## config.mk

```make
export PLATFORM = sky130hd
export DESIGN_NAME = multirate_enable_scheduler
export DESIGN_NICKNAME = d
export VERILOG_FILES = /design/src/rtl/multirate_enable_scheduler.sv
export SDC_FILE = /design/constraint.sdc
export NUM_CORES = 1
export LEC_CHECK = 0
export ABC_AREA = 1
export BUFFER_PORTS_ARGS = -buffer_cell sky130_fd_sc_hd__buf_2
export CORE_MARGIN = 5
export CORE_UTILIZATION = 39
export CTS_CLUSTER_DIAMETER = 150
export DETAILED_ROUTE_END_ITERATION = 8
export GPL_TIMING_DRIVEN = 0
export HOLD_SLACK_MARGIN = 0.03
export SLEW_MARGIN = 20
export SYNTH_ARGS = -nofsm -noshare
export SYNTH_HDL_FRONTEND = slang
export SYNTH_SLANG_ARGS = --single-unit
```

## constraint.sdc

```tcl
create_clock -name i_clk -period 3 [get_ports i_clk]
set_input_delay 0.45 -clock i_clk [delete_from_list [all_inputs] [get_ports i_clk]]
set_output_delay 0.45 -clock i_clk [all_outputs]
set_load 0.01 [all_outputs]
```

## src/rtl/multirate_enable_scheduler.sv

```systemverilog
// Sample-rate / decimated-rate enable generator with an IDLE/PRIME/RUN sequencer that
// holds out_valid low until the filter chain has seen PRIME_SAMPLES strobes.
module multirate_enable_scheduler #(
   parameter int SYS_DIV       = 8,
   parameter int DEC           = 4,
   parameter int PRIME_SAMPLES = 16
) (
   input  logic                    i_clk,
   input  logic                    i_reset,
   input  logic                    i_run,
   input  logic                    i_resync,
   input  logic [7:0]              i_div_cfg,
   input  logic                    i_cfg_load,
   output logic                    o_cfg_ack,
   output logic                    o_sam_clk_en,
   output logic                    o_sym_clk_en,
   output logic [$clog2(DEC)-1:0]  o_phase,
   output logic                    o_out_valid,
   output logic [1:0]              o_state
);

   localparam int PHW = $clog2(DEC);

   typedef enum logic [1:0] {
      S_IDLE  = 2'd0,
      S_PRIME = 2'd1,
      S_RUN   = 2'd2
   } state_t;

   state_t           r_state, w_state_nxt;
   logic [7:0]       r_cnt, w_cnt_nxt;
   logic [7:0]       r_period, w_period_nxt;
   logic [PHW-1:0]   r_ph_cnt, w_ph_cnt_nxt;
   logic [7:0]       r_prime_cnt, w_prime_nxt;
   logic             r_pend, w_pend_nxt;
   logic [7:0]       r_pend_val, w_pend_val_nxt;
   logic             r_ack_dly, w_ack_dly_nxt;
   logic             r_cfg_ack, w_ack_nxt;
   logic             r_sam, w_sam_nxt;
   logic             r_sym, w_sym_nxt;
   logic [PHW-1:0]   r_phase, w_phase_nxt;
   logic             r_valid, w_valid_nxt;
   logic             w_strobe;
   logic             w_wrap;

   assign w_strobe = (r_cnt == r_period);
   assign w_wrap   = (r_ph_cnt == PHW'(DEC - 1));

   always_comb begin
      w_state_nxt    = r_state;
      w_cnt_nxt      = r_cnt;
      w_period_nxt   = r_period;
      w_ph_cnt_nxt   = r_ph_cnt;
      w_prime_nxt    = r_prime_cnt;
      w_pend_nxt     = r_pend;
      w_pend_val_nxt = r_pend_val;
      w_ack_dly_nxt  = 1'b0;
      w_ack_nxt      = r_ack_dly;
      w_sam_nxt      = 1'b0;
      w_sym_nxt      = 1'b0;
      w_phase_nxt    = r_phase;
      case (r_state)
         S_IDLE: begin
            w_cnt_nxt    = '0;
            w_ph_cnt_nxt = '0;
            w_prime_nxt  = '0;
            w_phase_nxt  = '0;
            if (i_cfg_load) begin
               w_period_nxt = i_div_cfg;
               w_ack_nxt    = 1'b1;
            end
            if (i_run) w_state_nxt = S_PRIME;
         end
         S_PRIME, S_RUN: begin
            if (!i_run) begin
               // Stopping flushes any pending period straight into the divider.
               w_state_nxt  = S_IDLE;
               w_cnt_nxt    = '0;
               w_ph_cnt_nxt = '0;
               w_prime_nxt  = '0;
               w_phase_nxt  = '0;
               w_pend_nxt   = 1'b0;
               if (i_cfg_load) begin
                  w_period_nxt = i_div_cfg;
                  w_ack_nxt    = 1'b1;
               end else if (r_pend) begin
                  w_period_nxt = r_pend_val;
                  w_ack_nxt    = 1'b1;
               end
            end else if (i_resync) begin
               w_state_nxt  = S_PRIME;
               w_cnt_nxt    = '0;
               w_ph_cnt_nxt = '0;
               w_prime_nxt  = '0;
               w_phase_nxt  = '0;
               if (i_cfg_load) begin
                  w_pend_nxt     = 1'b1;
                  w_pend_val_nxt = i_div_cfg;
               end
            end else begin
               if (i_cfg_load) begin
                  w_pend_nxt     = 1'b1;
                  w_pend_val_nxt = i_div_cfg;
               end
               if (w_strobe) begin
                  w_cnt_nxt    = '0;
                  w_sam_nxt    = 1'b1;
                  w_sym_nxt    = w_wrap;
                  w_phase_nxt  = r_ph_cnt;
                  w_ph_cnt_nxt = r_ph_cnt + PHW'(1);
                  // A pending period only takes effect on a symbol boundary, where phase is 0.
                  if (w_wrap && r_pend) begin
                     w_period_nxt  = r_pend_val;
                     w_state_nxt   = S_PRIME;
                     w_prime_nxt   = '0;
                     w_ack_dly_nxt = 1'b1;
                     w_pend_nxt    = i_cfg_load;
                  end else if (r_state == S_PRIME) begin
                     if (r_prime_cnt == 8'(PRIME_SAMPLES - 1)) begin
                        w_state_nxt = S_RUN;
                        w_prime_nxt = '0;
                     end else begin
                        w_prime_nxt = r_prime_cnt + 8'd1;
                     end
                  end
               end else begin
                  w_cnt_nxt = r_cnt + 8'd1;
               end
            end
         end
         default: w_state_nxt = S_IDLE;
      endcase
      w_valid_nxt = (w_state_nxt == S_RUN);
   end

   always_ff @(posedge i_clk or negedge i_reset) begin
      if (!i_reset) begin
         r_state     <= S_IDLE;
         r_cnt       <= '0;
         r_period    <= 8'(SYS_DIV - 1);
         r_ph_cnt    <= '0;
         r_prime_cnt <= '0;
         r_pend      <= 1'b0;
         r_pend_val  <= '0;
         r_ack_dly   <= 1'b0;
         r_cfg_ack   <= 1'b0;
         r_sam       <= 1'b0;
         r_sym       <= 1'b0;
         r_phase     <= '0;
         r_valid     <= 1'b0;
      end else begin
         r_state     <= w_state_nxt;
         r_cnt       <= w_cnt_nxt;
         r_period    <= w_period_nxt;
         r_ph_cnt    <= w_ph_cnt_nxt;
         r_prime_cnt <= w_prime_nxt;
         r_pend      <= w_pend_nxt;
         r_pend_val  <= w_pend_val_nxt;
         r_ack_dly   <= w_ack_dly_nxt;
         r_cfg_ack   <= w_ack_nxt;
         r_sam       <= w_sam_nxt;
         r_sym       <= w_sym_nxt;
         r_phase     <= w_phase_nxt;
         r_valid     <= w_valid_nxt;
      end
   end

   assign o_cfg_ack    = r_cfg_ack;
   assign o_sam_clk_en = r_sam;
   assign o_sym_clk_en = r_sym;
   assign o_phase      = r_phase;
   assign o_out_valid  = r_valid;
   assign o_state      = r_state;

endmodule

```

# [Word level (Yosys, flattened, before mapping)]
# Index checks and enable logic that the tools add are counted.
[classes] n_addsub=3 n_eq_ne=13 n_mux=58 reduce_logical=8
[ops] cell="$mux 8" n=16
[ops] cell="$pmux 8 s2" n=3
[ops] cell="$mux 2" n=13
[ops] cell="$mux 1" n=22
[ops] cell="$add 8x1->8 const B" n=2
[ops] cell="$pmux 2 s2" n=3
[ops] cell="$ne 3x3->1 const B" n=3
[ops] cell="$eq 8x4->1 const B" n=1
[ops] cell="$eq 8x8->1" n=1
[ops] cell="$ne 4x4->1 const B" n=2
[ops] cell="$eq 2x2->1 const B" n=3
[ops] cell="$reduce_and 3->1" n=2
[ops] cell="$reduce_and 6->1" n=1
[ops] cell="$ne 5x5->1 const B" n=1
[ops] cell="$add 2x1->2 const B" n=1
[ops] cell="$eq 2x1->1 const B" n=1
[ops] cell="$logic_not 2->1" n=1
[ops] cell="$ne 2x2->1 const B" n=1
[ops] cell="$pmux 1 s2" n=1
[ops] cell="$reduce_and 2->1" n=1
[ops] cell="$reduce_bool 2->1" n=1
[ops] cell="$reduce_or 2->1" n=1
[ops] cell="$logic_and 1x1->1" n=1
[word_totals] reg_bits=44 in_bits=13 out_inout_bits=8 elab_cells=95

# [Longest topological paths before layout]
[logic_depth] word_depth=9 mapped_depth=14 depth_no_buf=14

# [Worst setup path before layout]
# No wires, ideal clock.
[synth_path] path_type="register to register" startpoint="register r_state[0], in the netlist o_state[0]" endpoint="register r_prime_cnt[0]" arrival_ns=1.783 required_time_ns=2.926 setup_slack_ns=1.144 stages_incl_launch_ff=10 path_buffers=0 period_less_slack_ns=1.856 path_cell_list="dfrtp_1 > inv_1 > ha_1 > nand2_2 > nor2_4 > inv_2 > nor2_4 > nand2_1 > or2_2 > o21ai_2"
[synth_between] elab_chain_cells=4 elab_cells_between_ends=9 cone_classes="4 x eq/ne; 1 x mux; 4 x reduce/logical"
[synth_rtl] element="start, declared" line_no="30" rtl="state_t r_state, w_state_nxt;"
[synth_rtl] element="start signal, assigned" line_no="152" rtl="r_state <= w_state_nxt;"
[synth_rtl] element="$eq 2x1->1 / $eq 2x2->1 (equally long branches)" line_no="62, 118"
[synth_rtl] element="$reduce_or 2->1" line_no="62" rtl="case (r_state)"
[synth_rtl] element="$ne 5x5->1 (no source line), or another cell as far along"
[synth_rtl] element="$reduce_and 3->1 (no source line)"
[synth_rtl] element="end signal, assigned" line_no="156" rtl="r_prime_cnt <= w_prime_nxt;"
[synth_rtl] element="end, declared" line_no="34" rtl="logic [7:0] r_prime_cnt, w_prime_nxt;"
# Several ways; a longest one is shown, not always the timed one.
# A chain may end at the register's enable or synchronous reset.

# [Worst setup path after layout]
[layout_path] startpoint="register r_state[0], in the netlist o_state[0]" endpoint="register r_period[3]"
[layout_between] elab_chain_cells=4 elab_cells_between_ends=12 cone_classes="7 x eq/ne; 1 x mux; 4 x reduce/logical"
[layout_rtl] element="$eq 2x1->1 / $eq 2x2->1 (equally long branches)" line_no="62"
[layout_rtl] element="$reduce_or 2->1" line_no="62"
[layout_rtl] element="$ne 4x4->1 (no source line), or another cell as far along"
[layout_rtl] element="$reduce_and 6->1 (no source line)"
[layout_rtl] element="end signal, assigned" line_no="140" rtl="r_period <= 8'(SYS_DIV - 1);"
[layout_rtl] element="end signal, assigned" line_no="154" rtl="r_period <= w_period_nxt;"
[layout_rtl] element="end, declared" line_no="32" rtl="logic [7:0] r_period, w_period_nxt;"
# Several ways; a longest one is shown, not always the timed one.

==> results.ini <==
[worst_setup_path]
r2r_start=o_state[0]
path_max_fanout=10
crit_arrival_ns=2.32
endpoint_kind=flop
critPathKind=flop to flop
start_kind=flop
startpoint=o_state[0]
required_ns=3.19

[sta]
maxSlewViolCount=0
fin_crit_sh_pct=71.1
rsz0062_at_grt=no
finalSetupTns_ns=0
fmax_mhz=469
min_period_ns=2.13
max_slew.worst_pin.slew_ns=0.569
max-slew-margin-rel_pct=62.1
hold_ws_ns=0.141
fin_skew_ns=0.00928
setup_viol=0
hold_viol=0

[clock_tree]
clkSinkCount=44
clk_latency_ns=0.30
cts-resized-gates=0
postCtsSetupRepairBufs=0
cts_buffers=5
clockBufferDepth=2
htree_levels=2
cts_root_buf=clkbuf_8
cts_tree=yes
postCtsHoldBufs=0
clk_pin_slew_worst_paths_ns=0.08

[placed_design]
placedCellCount=407
post-dp-hpwl_mm=3.85
port-buffer-count=20
place.gp.congestion=0.812
placed_area_um2=2640

[routing]
wl_per_cell_um=12.4
wl_met2_mm=2.50
antenna_left=0
drt-initial-drc-count=85
vias_per_cell=4.88
drc=0
wl_met3_um=163
vias=2027
dr.pass1.iters=5
wl_met1_mm=2.41
top_layer=met4
drt_wl_total_mm=5.15

[logic_synthesis]
avgSynthCellArea_um2=7.85
synthesis.nets=331
synthTopCellsByArea=dfrtp_1, nand2_1, o21ai_0, inv_1, nand3_1
synthCells=312
yosysWarnings=0
ys_seq_elements=44
synth.distinct_cells=33
syn-cell-area_um2=2450
ys_seq_area_share_pct=45.1
synth_top_cell_area_share_pct=41.9
yosysTopAreaCell=dfrtp_1

[die]
die_x_um=89.2
die_area_um2=7960
coreArea_um2=6030
rows=28
die_y_um=89.2
io_pins=21
initial_core_util_pct=40.6

[global_routing]
overflow=0
grt_usage_pct=14.8
grt_max_degree=45
grt_pass1_vias=2020
grt_pass1_wl_mm=9.16
antenna_found_initial=0

[run_status]
status=finished, final reports clean

[final_layout]
fin_area_um2=2750
diodes=0
layout-drive-gt1-share_pct=17.6
fin_nets=358
syn2layout_area_growth_pct=12.4
n_fill_cell=611
fin_cells=415

[min_path]
worstHoldPathType=primary input to asynchronous set/reset pin

[power]
leakagePower_nw=1.37
powerDensity_nw_per_um2=719
vdd_drop_max_v=0.000405
totalPowerFinal_mw=1.98

[flow_run]
cap_violations=0

## area by class of cell
cell class,instances,area (um^2),area share [%]
sequential,44,1100,40.1
tap,75,93.8,3.41
buffer,5,35.0,1.27
clock buffer,6,72.6,2.64
clock inverter,2,35.0,1.27
multi-input combinational,222,1150,41.8
inverter,41,159,5.77
timing repair buffer,20,103,3.73
## sequential cells by signal, indices dropped and copies added, names as in the netlist
register      flops
o_sam_clk_en      1
r_period          8
o_phase           2
o_cfg_ack         1
o_state           2
o_sym_clk_en      1
r_pend            1
o_out_valid       1
r_cnt             8
r_prime_cnt       8
r_ack_dly         1
r_pend_val        8
r_ph_cnt          2
## metrics by stage
stage | worst slack (ns) | utilization (%)
global placement | 0.874 | 43.9
detailed placement | 0.885 | 43.9
finish | 0.867 | 45.7
global route | 0.628 | 45.7
CTS | 0.870 | 45.6
floorplan | 1.14 | -
## worst max-delay path, cell delays in order (launching register included)
cell	delay, ns
dfrtp_1	0.49
inv_1	0.08
ha_1	0.37
inv_1	0.12
o21ai_1	0.42
buf_2	0.28
o21ai_0	0.12
nand2_1	0.08
o21ai_0	0.07
## layer usage
metal,track usage (%),up-vias
met5,0,-
met4,5.41,0
met3,3.13,8
met2,25.3,27
met1,18.5,944
li1,-,1048
## worst paths after layout
check                           slack [ns]              to  cells after the start
worst min register to register        0.49      o_phase[0]                      2
worst min-delay path                  0.14  r_prime_cnt[7]                      1
max in group asynchronous             2.47     r_period[1]                      1
min in group i_clk                    0.42   r_pend_val[4]                      3
worst max register to register        0.87     r_period[3]                      8
worst max-delay path                  0.87     r_period[3]                      8
## cell usage in the layout, fill, tap and decap left out, types with 3 or more instances in the layout
master | Yosys | layout
xnor2_1 | 3 | 3
clkbuf_8 | 0 | 5
nand2_4 | 3 | 3
nor2_1 | 25 | 25
nand2_1 | 85 | 85
dfrtp_1 | 41 | 41
nand3_1 | 20 | 20
ha_1 | 6 | 6
dfstp_2 | 3 | 3
inv_2 | 5 | 5
o21ai_2 | 6 | 6
buf_2 | 1 | 20
xor2_1 | 6 | 6
clkbuf_1 | 2 | 3
nand2_2 | 6 | 6
a21oi_1 | 6 | 6
inv_1 | 35 | 35
o21ai_0 | 30 | 30
nor3_1 | 7 | 7
## power breakdown
group	internal [mW]	switching, mW	total (mW)
combinational	0.259	0.431	0.690
sequential	0.738	0.0952	0.833
clock	0.247	0.209	0.456
total	1.24	0.735	1.98
## logic make-up (layout without fill, tap and decap cells)
family	count (synthesis)	count (layout)	synth area share [%]
AND/OR/NAND/NOR	155	155	28.1
flip-flops	44	44	45.1
AO/OA/AOI/OAI	52	52	12.6
XOR/XNOR	9	9	3.22
buffers and inverters	46	74	7.92
adder cells (fa/ha/maj)	6	6	3.07
## Yosys cell counts
cell type / n
nor2_2: 1
buf_6: 2
inv_6: 1
xnor2_1: 3
nand2_2: 6
o31ai_1: 2
nor3_1: 7
o21ai_1: 2
nand2_1: 85
nor3b_1: 2
o21ai_2: 6
nand3_1: 20
a21o_1: 1
nor2_1: 25
a21oi_4: 1
a31oi_1: 2
nor2_4: 2
nand4_1: 1
dfstp_2: 3
o211ai_1: 1
nand2_4: 3
and2_1: 1
dfrtp_1: 41
buf_2: 1
inv_2: 5
xor2_1: 6
o22ai_1: 1
inv_1: 35
a21oi_1: 6
clkbuf_1: 2
ha_1: 6
or2_2: 2
o21ai_0: 30
Note: power is estimated with default switching activity, not from simulation.
